## config.mk

```make
export PLATFORM = sky130hd
export DESIGN_NAME = sample_framer_fifo
export DESIGN_NICKNAME = d
export VERILOG_FILES = /design/src/rtl/sample_framer_fifo.sv
export SDC_FILE = /design/constraint.sdc
export NUM_CORES = 1
export LEC_CHECK = 0
export ABC_AREA = 1
export BUFFER_PORTS_ARGS = -buffer_cell sky130_fd_sc_hd__buf_4
export CORE_UTILIZATION = 30
export CTS_CLUSTER_SIZE = 10
export DETAILED_ROUTE_END_ITERATION = 7
export PLACE_DENSITY_LB_ADDON = 0.15
export SYNTH_ARGS = -nofsm -noshare
export SYNTH_HDL_FRONTEND = slang
export SYNTH_SLANG_ARGS = --single-unit
```

## constraint.sdc

```tcl
create_clock -name clk -period 3.22 [get_ports clk]
set_input_delay 0.161 -clock clk [delete_from_list [all_inputs] [get_ports clk]]
set_output_delay 0.161 -clock clk [all_outputs]
set_load 0.05 [all_outputs]
```

## src/rtl/sample_framer_fifo.sv

```systemverilog
// UART byte stream -> little-endian sample assembler -> FIFO -> one sample per DAC tick.
// A prime/play FSM holds off playback until the FIFO has PRIME_LEVEL samples buffered.
module sample_framer_fifo #(
  parameter int SAMPLE_WIDTH = 18,
  parameter int SAMPLE_BYTES = 3,
  parameter int FIFO_DEPTH   = 16,
  parameter int PRIME_LEVEL  = 8,
  parameter int BYTE_TIMEOUT = 2000,
  parameter logic [SAMPLE_WIDTH-1:0] RESET_SAMPLE = '0
) (
  input  logic                            clk,
  input  logic                            reset_n,
  input  logic                            rx_valid,
  input  logic [7:0]                      rx_byte,
  input  logic                            sample_tick,
  input  logic                            clear_flags,
  output logic [SAMPLE_WIDTH-1:0]         sample_out,
  output logic                            sample_strobe,
  output logic [$clog2(FIFO_DEPTH):0]     fifo_level,
  output logic                            playing,
  output logic                            overflow,
  output logic                            underrun,
  output logic                            frame_error
);
  localparam int AW     = $clog2(FIFO_DEPTH);
  localparam int LW     = AW + 1;
  localparam int IW     = (SAMPLE_BYTES > 1) ? $clog2(SAMPLE_BYTES) : 1;
  localparam int TW     = $clog2(BYTE_TIMEOUT + 1);
  localparam int LAST_W = SAMPLE_WIDTH - 8 * (SAMPLE_BYTES - 1);

  localparam logic [0:0] ST_PRIME = 1'b0;
  localparam logic [0:0] ST_PLAY  = 1'b1;

  // Only the leading bytes are stored; the last byte is taken straight from rx_byte.
  logic [SAMPLE_BYTES-2:0][7:0] asm_q, asm_d;
  logic [IW-1:0]                idx_q, idx_d, eff_idx;
  logic [TW-1:0]                tmo_q, tmo_d;
  logic                         tmo_hit, push_req, push, pop, empty, full, tick_play;
  logic [SAMPLE_WIDTH-1:0]      push_word;

  logic [SAMPLE_WIDTH-1:0]      mem [FIFO_DEPTH];
  logic [LW-1:0]                wr_q, wr_d, rd_q, rd_d, level_q, level_d;
  logic [0:0]                   state_q, state_d;
  logic [SAMPLE_WIDTH-1:0]      sample_q, sample_d;
  logic                         strobe_q, strobe_d;
  logic                         ovf_q, ovf_d, und_q, und_d, ferr_q, ferr_d;

  always_comb begin
    tmo_hit  = (idx_q != '0) && (tmo_q == TW'(BYTE_TIMEOUT));
    // A byte landing on the timeout cycle starts a fresh sample.
    eff_idx  = tmo_hit ? '0 : idx_q;
    asm_d    = asm_q;
    idx_d    = idx_q;
    tmo_d    = tmo_q;
    push_req = 1'b0;
    if (tmo_hit) begin
      idx_d = '0;
      tmo_d = '0;
    end else if (idx_q != '0 && !rx_valid) begin
      tmo_d = tmo_q + 1'b1;
    end
    if (rx_valid) begin
      tmo_d = '0;
      if (eff_idx == IW'(SAMPLE_BYTES - 1)) begin
        idx_d    = '0;
        push_req = 1'b1;
      end else begin
        idx_d = eff_idx + 1'b1;
        for (int k = 0; k < SAMPLE_BYTES - 1; k++)
          if (eff_idx == IW'(k)) asm_d[k] = rx_byte;
      end
    end
    push_word = {rx_byte[LAST_W-1:0], asm_q};
  end

  always_comb begin
    empty     = (level_q == '0);
    full      = (level_q == LW'(FIFO_DEPTH));
    tick_play = (state_q == ST_PLAY) && sample_tick;
    pop       = tick_play && !empty;
    // A pop in the same cycle frees the slot, so a full FIFO still accepts.
    push      = push_req && (!full || pop);
    wr_d      = wr_q + LW'(push);
    rd_d      = rd_q + LW'(pop);
    level_d   = wr_d - rd_d;
    sample_d  = pop ? mem[rd_q[AW-1:0]] : sample_q;
    strobe_d  = pop;
    ovf_d     = (push_req && full && !pop) || (ovf_q && !clear_flags);
    und_d     = (tick_play && empty) || (und_q && !clear_flags);
    ferr_d    = tmo_hit || (ferr_q && !clear_flags);
    state_d   = state_q;
    case (state_q)
      ST_PRIME: if (level_q >= LW'(PRIME_LEVEL)) state_d = ST_PLAY;
      default:  if (tick_play && empty)          state_d = ST_PRIME;
    endcase
  end

  always_ff @(posedge clk) begin
    if (push) mem[wr_q[AW-1:0]] <= push_word;
  end

  always_ff @(posedge clk or negedge reset_n) begin
    if (!reset_n) begin
      asm_q    <= '0;
      idx_q    <= '0;
      tmo_q    <= '0;
      wr_q     <= '0;
      rd_q     <= '0;
      level_q  <= '0;
      state_q  <= ST_PRIME;
      sample_q <= RESET_SAMPLE;
      strobe_q <= 1'b0;
      ovf_q    <= 1'b0;
      und_q    <= 1'b0;
      ferr_q   <= 1'b0;
    end else begin
      asm_q    <= asm_d;
      idx_q    <= idx_d;
      tmo_q    <= tmo_d;
      wr_q     <= wr_d;
      rd_q     <= rd_d;
      level_q  <= level_d;
      state_q  <= state_d;
      sample_q <= sample_d;
      strobe_q <= strobe_d;
      ovf_q    <= ovf_d;
      und_q    <= und_d;
      ferr_q   <= ferr_d;
    end
  end

  assign sample_out    = sample_q;
  assign sample_strobe = strobe_q;
  assign fifo_level    = level_q;
  assign playing       = (state_q == ST_PLAY);
  assign overflow      = ovf_q;
  assign underrun      = und_q;
  assign frame_error   = ferr_q;
endmodule

```

==> impl.org, run 1 <==
** STA
- In the finished design, the share of the clock period the worst path needs comes to 91.3%.
- The total count of max-transition violations in the final report was 0.
- The worst path needs 2.94 ns of the cycle, external delays included.
- Final Hold Slack :: 0.0241 ns
- Setup violations remaining at the end of the flow were counted as 0.
- Maximum clock rate :: 340 MHz
- TNS Setup :: 0 ns
- Slew of the pin with the lowest slew margin :: 1.10 ns
- RSZ-0062 raised after global routing :: false
- Hold Fails Final Rpt :: 0
- Once routing completed, OpenROAD measured the worst setup slack at 0.279 ns.
- Slew headroom :: 26.5%
- For the final database, setup skew stands at 0.0121 ns.

** Critical path
- Category of the most critical setup path :: flop to flop
- Data arrival time of the critical path :: 3.38 ns
- Required arrival time at the worst endpoint :: 3.66 ns
- Critical-path maximum fanout :: 7
- Max incr delay on CP :: 0.40 ns
- STA classifies the critical path endpoint as a flop.
- Cells along the critical path :: inv_1, ha_1, nand2_1, nor2_2, nand3_2, nand4_1, nor2_1, ha_1, inv_1, ha_1, inv_1, fa_1, a21oi_1, o21bai_1, or2_2, nand3_1, nand2_1
- The worst setup path is launched from a flop.
- The slowest stage of the critical path is the dfrtp_1 cell.

** Detailed routing
- Routed wire per std cell :: 18.5 µm
- Via density per instance :: 4.50
- Violation count after the first detailed-route iteration :: 731
- DRT antenna net count :: 0
- The final layout contains routed wiring with a total length of 40800 µm.
- Detailed-routing iteration count for the pre-antenna-repair pass :: 5
- Drc violations :: 0
- Across all layers, the routed design uses 9913 vias.

** Global routing
- Number of antenna violations at the first check in global routing :: 0
- Via count of the first global-routing pass :: 9754
- Entering global routing, the biggest net connects 70 pins.
- Residual overflow from global routing :: 0
- First-pass GRT wire length :: 61800 µm
- Total GRT Usage :: 16.7%

** Placed design
- Total half-perimeter wirelength after legalization and detailed placement :: 22100 µm
- Pre-CTS worst setup slack :: 0.304 ns
- Final weighted congestion in routability-driven placement :: 0.758
- Number of buffers inserted by port buffering :: 40

** CTS
- The root buffer cell chosen for the clock tree is clkbuf_16.
- Number of setup buffers added after CTS :: 0
- Clock edge transition at the registers on the reported setup and hold paths :: 0.06 ns
- Maximum buffer depth of the clock tree :: 3
- The clock tree synthesis step divided the H-tree into 2 levels.
- CTS sink cnt :: 355
- Worst-skew pair later-pin latency :: 0.55 ns
- Number of buffers created by CTS :: 42
- TritonCTS built the clock tree.

** Final layout
- The library cell used most frequently in the layout, excluding fill and tap cells, is nand2_1.
- Post-layout nets :: 1529
- In the layout the commonest cells are nand2_1, edfxtp_1, nand3_1.
- Cells with a size suffix above 1 make up 10.0% of the layout.
- Area grow syn2layout :: 17.3%
- Final core utilization :: 35.8%
- Antenna Diode Count :: 0

** Run status
- The flow ran to the end, and the final reports show no timing, DRC or antenna violations.

** Yosys
- Area contributors post-synth :: edfxtp_1, nand2_1, dfrtp_1
- Library cells used by synthesis :: 36
- After synthesis the cells add up to 14900 µm².
- Area share of the largest cell type after synthesis :: 57.9%
- Yosys warning total :: 0
- A synthesized cell averages 10.4 µm².
- Register bit count reported by yosys :: 355
- Post-synth net total :: 1459
- Post-synthesis cell type with the largest combined area :: edfxtp_1
- Post-synthesis sequential area ratio :: 69.1%
- Synthesized instance count :: 1435

** Floorplan
- In this run the vertical extent of the chip is 225 µm.
- In this run the count of I/O pins placed on the die edge is 41.
- The die covers 50700 µm².
- The floorplan has 81 rows.
- The region available for standard cell placement spans 49100 µm².
- In this run the horizontal extent of the chip is 225 µm.
- Starting Density :: 30.5%

** Power
- IR Drop Worst-Case VDD :: 0.409 mV
- For this design the static power due to leakage is 7.23 nW.
- Cell area power density :: 930 nW/µm²
- Total power draw :: 0.0163 W

** Min path
- Worst min path class :: input pin to flop

** Run
- Total of max-cap violations :: 0
==> final cells by class <==
type | instances | area (µm²)
clock buffer | 76 | 1220
sequential | 355 | 10300
clock inverter | 1 | 8.76
fill | 4954 | 31500
multi-input combinational | 892 | 3920
timing repair buffer | 89 | 758
inverter | 125 | 472
tap | 664 | 831
==> cells in the mapped netlist, drive strengths merged <==
library cell    n
dfrtp          67
clkinv          3
o31ai           1
nor2           68
nand4           2
ha             10
a31oi           1
a21oi           6
nor3           14
o21ai          40
o21a            1
o21bai          2
edfxtp        288
nor3b           1
nand2         569
a211oi          1
o22ai           2
nand3         163
fa              1
buf            43
or2             1
clkbuf         20
xnor2           3
xor2            6
inv           122
==> critical path, delay by kind of cell, from the launching register on <==
family | cells | cell delay [ns]
AND/OR/NAND/NOR | 8 | 0.95
buffers and inverters | 3 | 0.25
flip-flops | 1 | 0.40
adder cells (fa/ha/maj) | 4 | 0.98
AO/OA/AOI/OAI | 2 | 0.24
==> state kept, by name (all words and copies together) (netlist names) <==
name,flops
mem,288
sample_out,18
asm_q,16
tmo_q,11
fifo_level,5
rd_q,5
wr_q,5
idx_q,2
frame_error,1
overflow,1
playing,1
sample_strobe,1
underrun,1
==> power breakdown <==
| part | switching (W) | leakage (nW) | internal [W] |
|---|---|---|---|
| Clock | 0.00180 | 0.585 | 0.00254 |
| Sequential | 0.000692 | 3.44 | 0.00586 |
| Combinational | 0.00383 | 3.20 | 0.00158 |
| Total | 0.00633 | 7.23 | 0.00998 |
==> path summary, 6_finish.rpt <==
kind | slack (ns) | end | cells past startpoint | start
max in group asynchronous | 2.20 | rd_q[1] | 2 | reset_n
setup reg to reg | 0.28 | fifo_level[4] | 17 | tmo_q[0]
setup / recovery | 0.28 | fifo_level[4] | 17 | tmo_q[0]
hold reg to reg | 0.47 | sample_out[17] | 2 | sample_out[17]
hold / removal | 0.02 | asm_q[3] | 3 | rx_byte[3]
min in group asynchronous | 0.32 | sample_strobe | 2 | reset_n
==> per-stage QoR <==
| step | area (µm²) | instances |
|---|---|---|
| detailed placement | 16200 | 2114 |
| global route | 17500 | 2202 |
| floorplan | 14900 | 1435 |
| finish | 17500 | 2202 |
| CTS | 17500 | 2202 |
| global placement | 16200 | 2114 |
==> layer usage <==
metal,track usage (%),wire length (µm)
met1,22.9,19400
met3,2.49,1440
met5,0,0
met2,27.1,19200
met4,5.05,888
==> what timing repair did <==
item,4_1_cts,5_1_grt
gates resized for setup,0,0
hold buffers,11,0
endpoints found under the hold margin,117,0
==> cell families after synthesis <==
kind of cell	after synthesis	share of synthesized area [%]
AOI/OAI and AO/OA	54	1.92
xor gates and xnor gates	9	0.527
DFF	355	69.1
and+or+nand+nor	818	22.3
adders and majority gates	11	0.971
buffers and inverters	188	5.21
Power figures use the tool's default switching activity.
==> run 2, diff against run 1 <==
Settings changed: CORE_ASPECT_RATIO set to 0.75, CTS_BUF_LIST set to sky130_fd_sc_hd__clkbuf_4 sky130_fd_sc_hd__clkbuf_8.
==> run 2 against run 1 <==
Against the previous run:
- worst setup slack worse by 0.039 ns
- power is 1.7% lower
- cell count increased by 0.95%
- highest routed layer unchanged
==> impl.org, run 2 (synthesis results as in run 1) <==
** CTS
- CTS sink cnt :: 355
- # resized after CTS :: 0
- Number of buffers created by CTS :: 57
- In this run the deepest clock path goes through 3 buffers.
- Clock tree root driver cell :: clkbuf_8
- TritonCTS built the clock tree.
- Number of levels in the clock H-tree :: 2
- Clock-pin slew was measured on the worst setup and hold paths at 0.06 ns.
- Worst-skew pair later-pin latency :: 0.62 ns
- Number of setup buffers added after CTS :: 0

** Global routing
- Via count of the first global-routing pass :: 10001
- The initial antenna violation count came to 0.
- Maximum number of pins on one net before global-route repair :: 131
- For this run, the total global-route usage over all layers was measured as 16.9%.
- First-pass GRT wire length :: 63700 µm
- Residual overflow from global routing :: 0

** Floorplan
- Horizontal die dimension :: 260 µm
- Starting Density :: 30.5%
- Row generation in the floorplan step produced 70 rows.
- Die area :: 50700 µm²
- Area of the core region :: 49000 µm²
- Vert. Die Dim :: 195 µm
- Number of top-level design ports :: 41

** Critical path
- In this run the worst path has a maximum fanout of 7.
- Start point of the critical path :: tmo_q[0]
- Data on the critical path arrives at its endpoint at 3.48 ns.
- For the worst setup path, the data required time is 3.72 ns.
- Counting cells, the worst reg-to-reg path comes to 15.
- STA classifies the critical path endpoint as a flop.
- Nature of the critical path startpoint :: flop
- The worst register-to-register path begins at tmo_q[0].
- Category of the most critical setup path :: flop to flop

** Final layout
- Post-layout nets :: 1550
- The register with the most flip-flops in the layout has 288 of them.
- Number of standard cells in the layout, taps in and fillers out :: 2223
- Most common cell after layout, fill and taps aside :: nand2_1
- Antenna Diode Count :: 0
- The top cell types in the final layout, fill and taps aside, are nand2_1, edfxtp_1, nand3_1.
- Fraction of final layout cells with drive strength greater than 1 :: 13.6%
- Number of filler instances in the final layout :: 4919
- Area taken by multi-input logic gates :: 3920 µm²
- Across the whole layout, storage elements account for 10300 µm².
- Area grow syn2layout :: 17.2%

** STA
- Setup repair after global routing left no endpoint under its margin.
- TNS Setup :: 0 ns
- Hold Fails Final Rpt :: 0
- Once routing completed, OpenROAD measured the worst setup slack at 0.241 ns.
- Largest clock skew in the final design :: 0.0245 ns
- Maximum clock rate :: 336 MHz
- Slew headroom :: 33.2%
- The worst path needs 2.98 ns of the cycle, external delays included.
- Period utilization :: 92.5%
- The total count of max-transition violations in the final report came to 0.
- Slew of the pin with the lowest slew margin :: 1.00 ns
- Setup violations remaining at the end of the flow were counted as 0.

** Detailed routing
- After detailed routing, the number of remaining DRC violations is 0.
- After detailed routing, the average wire length per cell comes to 18.8 µm.
- Summed over all layers, the routed wires come to 41800 µm.
- After detailed routing, the number of vias per cell comes to 4.55.
- Routed vias :: 10110
- In this run the remaining antenna-violating nets after routing total 0.
- The first TritonRoute pass finished after 5 iterations.
- Violation count after the first detailed-route iteration :: 666

** Placed design
- At the end of routability-driven placement, the weighted congestion stood at 0.775.
- Including well taps, the total number of placed cells is 2102.
- Detailed placement ended at an HPWL of 23900 µm.
- Pre-CTS worst setup slack :: 0.261 ns
- In this run the tool buffered the top-level ports with 40 buffer cells.

** Power
- Cell area power density :: 915 nW/µm²
- Summed over all cells, the static leakage comes to 7.33 nW.
- Across the VDD grid, the largest voltage drop is 0.549 mV.

** Min path
- Worst min path class :: input pin to asynchronous set/reset pin

** Run
- Across the run, the number of max-cap violations was 0.

** Run status
- The flow ran to the end, and the final reports show no timing, DRC or antenna violations.
[run 2: metal layers]
| layer | global-route usage, % | vias to the layer above | share of wire (%) |
|---|---|---|---|
| met5 | 0 | - | 0 |
| met4 | 4.10 | 0 | 1.9 |
| met3 | 2.92 | 71 | 4.5 |
| met2 | 24.4 | 205 | 42 |
| met1 | 25.9 | 4917 | 52 |
| li1 | - | 4917 | - |
[run 2: layout make-up]
cell class                      count  area share, %
Clock buffer                       97           6.55
Clock inverter                     11          0.286
Inverter                          125           2.69
Multi-Input combinational cell    892           22.3
Sequential cell                   355           59.0
Tap cell                          648           4.63
Timing Repair Buffer               95           4.54
[run 2: power by group]
group,internal [W],switching [W],leakage [nW],total [W]
clock,0.00223,0.00184,0.645,0.00407
combinational,0.00156,0.00370,3.24,0.00526
sequential,0.00585,0.000848,3.44,0.00670
total,0.00965,0.00638,7.33,0.0160
[run 2: metrics by stage]
stage	hold WS (ns)	power, W	instance area (µm²)	utilization (%)
floorplan	-0.135	0.0101	14900	-
global placement	0.389	0.0121	16200	33.1
detailed placement	0.379	0.0121	16200	33.1
CTS	0.269	0.0162	17500	35.8
global route	0.309	0.0171	17500	35.8
finish	0.267	0.0160	17500	35.8
[run 2: repair_timing]
action | CTS | global route
hold endpoints to repair | 121 | 0
hold buffers | 13 | 0
setup endpoints to repair | 0 | 0
[run 2: final timing paths]
check                                      end  slack, ns
worst min-delay path             sample_out[0]       0.27
min in group clk                   frame_error       0.32
worst min register to register  sample_out[12]       0.48
max in group asynchronous              rd_q[0]       2.22
worst max register to register   fifo_level[4]       0.24
worst max-delay path             fifo_level[4]       0.24
[run 2: worst max-delay path: stages, from the launching register on]
cell      delay [ns]
dfrtp_1         0.41
inv_1           0.10
ha_1            0.15
nand2_1         0.06
nor2_2          0.11
nand3_2         0.16
nand4_1         0.15
nor2_1          0.06
ha_1            0.19
ha_1            0.35
fa_1            0.45
a21oi_1         0.18
o21bai_1        0.09
or2_2           0.29
nand3_1         0.07
nand2_1         0.05
==> run 3, diff against run 2 <==
Settings changed: CTS_BUF_LIST sky130_fd_sc_hd__clkbuf_4 sky130_fd_sc_hd__clkbuf_8 to not set.
==> run 3 against run 2 <==
Against the previous run:
- clock power increased by 6.4%
- routed wire length is essentially flat
- first-iteration DRC count up 2.4%
- non-clock buffer count fell by 1
- sequential share of layout area about the same
- critical endpoint unchanged
- power is 1.6% higher
- clock skew is 0.010 ns lower
==> impl.org, run 3 (synthesis results as in run 1) <==
** Run status
- Status :: complete, no violations

** CTS
- No sink is reached through more buffers than the 3 on the longest clock path.
- In this run, CTS created clock tree buffers numbering 41.
- In this run, post-CTS hold repair placed 12 buffers.
- Once the clock tree was built, the setup fixing pass inserted 0 buffers.
- For the worst-skew pair, the clock arrives at the later sink with an insertion delay of 0.55 ns.
- CTS sink cnt :: 355
- Clock edge transition at the registers on the reported setup and hold paths :: 0.06 ns
- Clock tree root driver cell :: clkbuf_16
- TritonCTS built the clock tree.
- The number of gates resized after CTS was 0.
- Number of levels in the clock H-tree :: 2

** Detailed routing
- After detailed routing, the average wire length per cell comes to 19.1 µm.
- Drc violations :: 0
- DRT antenna net count :: 0
- Routed vias :: 10068
- The routed design has 41800 µm of wire.
- The pre-antenna-repair detailed-routing pass consisted of 4 iterations.
- Violation count after the first detailed-route iteration :: 682
- Via density per instance :: 4.60

** Final layout
- Post-layout nets :: 1533
- Most common cell after layout, fill and taps aside :: nand2_1
- From synthesis to final layout, the design area changed by 17.2%.
- The top cell types in the final layout, fill and taps aside, are nand2_1, edfxtp_1, nand3_1.
- The repair_antennas step left the layout with diodes totalling 0.
- Fraction of final layout cells with drive strength greater than 1 :: 10.2%
- Max FFs per register :: 288
- Number of filler instances in the final layout :: 4906

** STA
- At the pin with the least slew margin, the transition time is 1.01 ns.
- Setup violations remaining at the end of the flow were counted as 0.
- Of the available clock period, the critical path in the final layout requires 92.5%.
- Maximum clock rate :: 336 MHz
- Fin. max-slew vios :: 0
- Post-route minimum period :: 2.98 ns
- Hold Fails Final Rpt :: 0
- After routing, the total negative slack on setup checks comes to 0 ns.
- In this run the tightest slew margin relative to its limit is 32.9%.
- RSZ-0062 raised after global routing :: false
- Largest clock skew in the final design :: 0.0140 ns

** Critical path
- Category of the most critical setup path :: flop to flop
- Critical Path End Type :: flop
- Worst reg2reg setup slack :: 0.24 ns
- Along the worst path, the maximum fanout reaches 7.
- Required arrival time at the worst endpoint :: 3.66 ns
- Data on the critical path arrives at its endpoint at 3.41 ns.
- STA classifies the critical path startpoint as a flop.

** Floorplan
- Num rows :: 70
- In this run the count of I/O pins placed on the die edge is 41.
- Horizontal die dimension :: 260 µm
- Die area :: 50700 µm²
- Once the floorplan was initialized, standard cells occupied 30.5% of the core.
- Vert. Die Dim :: 195 µm
- Area of the core region :: 49000 µm²

** Power
- Cell leakage power :: 7.25 nW
- Total power draw :: 0.0163 W
- Cell area power density :: 930 nW/µm²
- IR Drop Worst-Case VDD :: 0.484 mV

** Global routing
- Entering global routing, the biggest net connects 131 pins.
- Residual overflow from global routing :: 0
- Number of antenna violations at the first check in global routing :: 0
- The first global-routing pass estimated 63700 µm of wire.
- Global routing consumed, over all layers together, 16.9% of the routing resources.
- Via count of the first global-routing pass :: 9941

** Placed design
- Total half-perimeter wirelength after legalization and detailed placement :: 23900 µm
- The count of buffers added on input and output ports is 40.
- Final weighted congestion in routability-driven placement :: 0.775

** Min path
- In this run the worst hold path is classified as input pin to asynchronous set/reset pin.

** Run
- Across the run, the number of max-cap violations was 0.
## run 3: layer usage
metal	GRT usage (%)	up-vias	routed length, µm
met1	25.9	4957	21700
met4	3.40	0	598
met5	0	-	0
li1	-	4869	-
met2	24.7	190	17600
met3	3.04	52	1930
## run 3: path summary, 6_finish.rpt
path                                     start             end  cells past startpoint
worst max register to register        tmo_q[0]   fifo_level[4]                     15
worst max-delay path                  tmo_q[0]   fifo_level[4]                     15
worst min-delay path                   reset_n   sample_out[0]                      2
max in group asynchronous              reset_n         rd_q[0]                      2
min in group clk                   clear_flags        overflow                      3
worst min register to register  sample_out[12]  sample_out[12]                      2
## run 3: worst max-delay path, stage by stage (launching register included)
cell      delay, ns
dfrtp_1        0.41
inv_1          0.10
ha_1           0.15
nand2_1        0.06
nor2_2         0.11
nand3_2        0.17
nand4_1        0.15
nor2_1         0.06
ha_1           0.19
ha_1           0.35
fa_1           0.45
a21oi_1        0.18
o21bai_1       0.09
or2_2          0.29
nand3_1        0.07
nand2_1        0.05
## run 3: cell type report
type                    count  area [µm²]  share of cell area [%]
clock inverters             2        13.8                  0.0785
multi-input cells         892        3920                    22.3
well taps                 648         811                    4.63
clock buffers              74        1190                    6.80
flip-flops and latches    355       10300                    59.0
repair buffers             94         786                    4.48
inverters                 125         472                    2.69
## run 3: power by group
part / internal (W) / switching [W] / leakage [nW]
clock network: 0.00249 / 0.00184 / 0.575
logic: 0.00156 / 0.00370 / 3.23
registers: 0.00585 / 0.000844 / 3.44
total: 0.00991 / 0.00638 / 7.25
## run 3: per-stage QoR
stage | util, % | area [µm²] | std cells | setup WS (ns) | hold slack [ns]
after floorplan | - | 14900 | 1435 | 0.0546 | -0.135
after global placement | 33.1 | 16200 | 2102 | 0.304 | 0.389
after detailed placement | 33.1 | 16200 | 2102 | 0.261 | 0.379
after CTS | 35.8 | 17500 | 2190 | 0.239 | 0.354
after global routing | 35.8 | 17500 | 2190 | 0.00408 | 0.380
final | 35.8 | 17500 | 2190 | 0.242 | 0.340
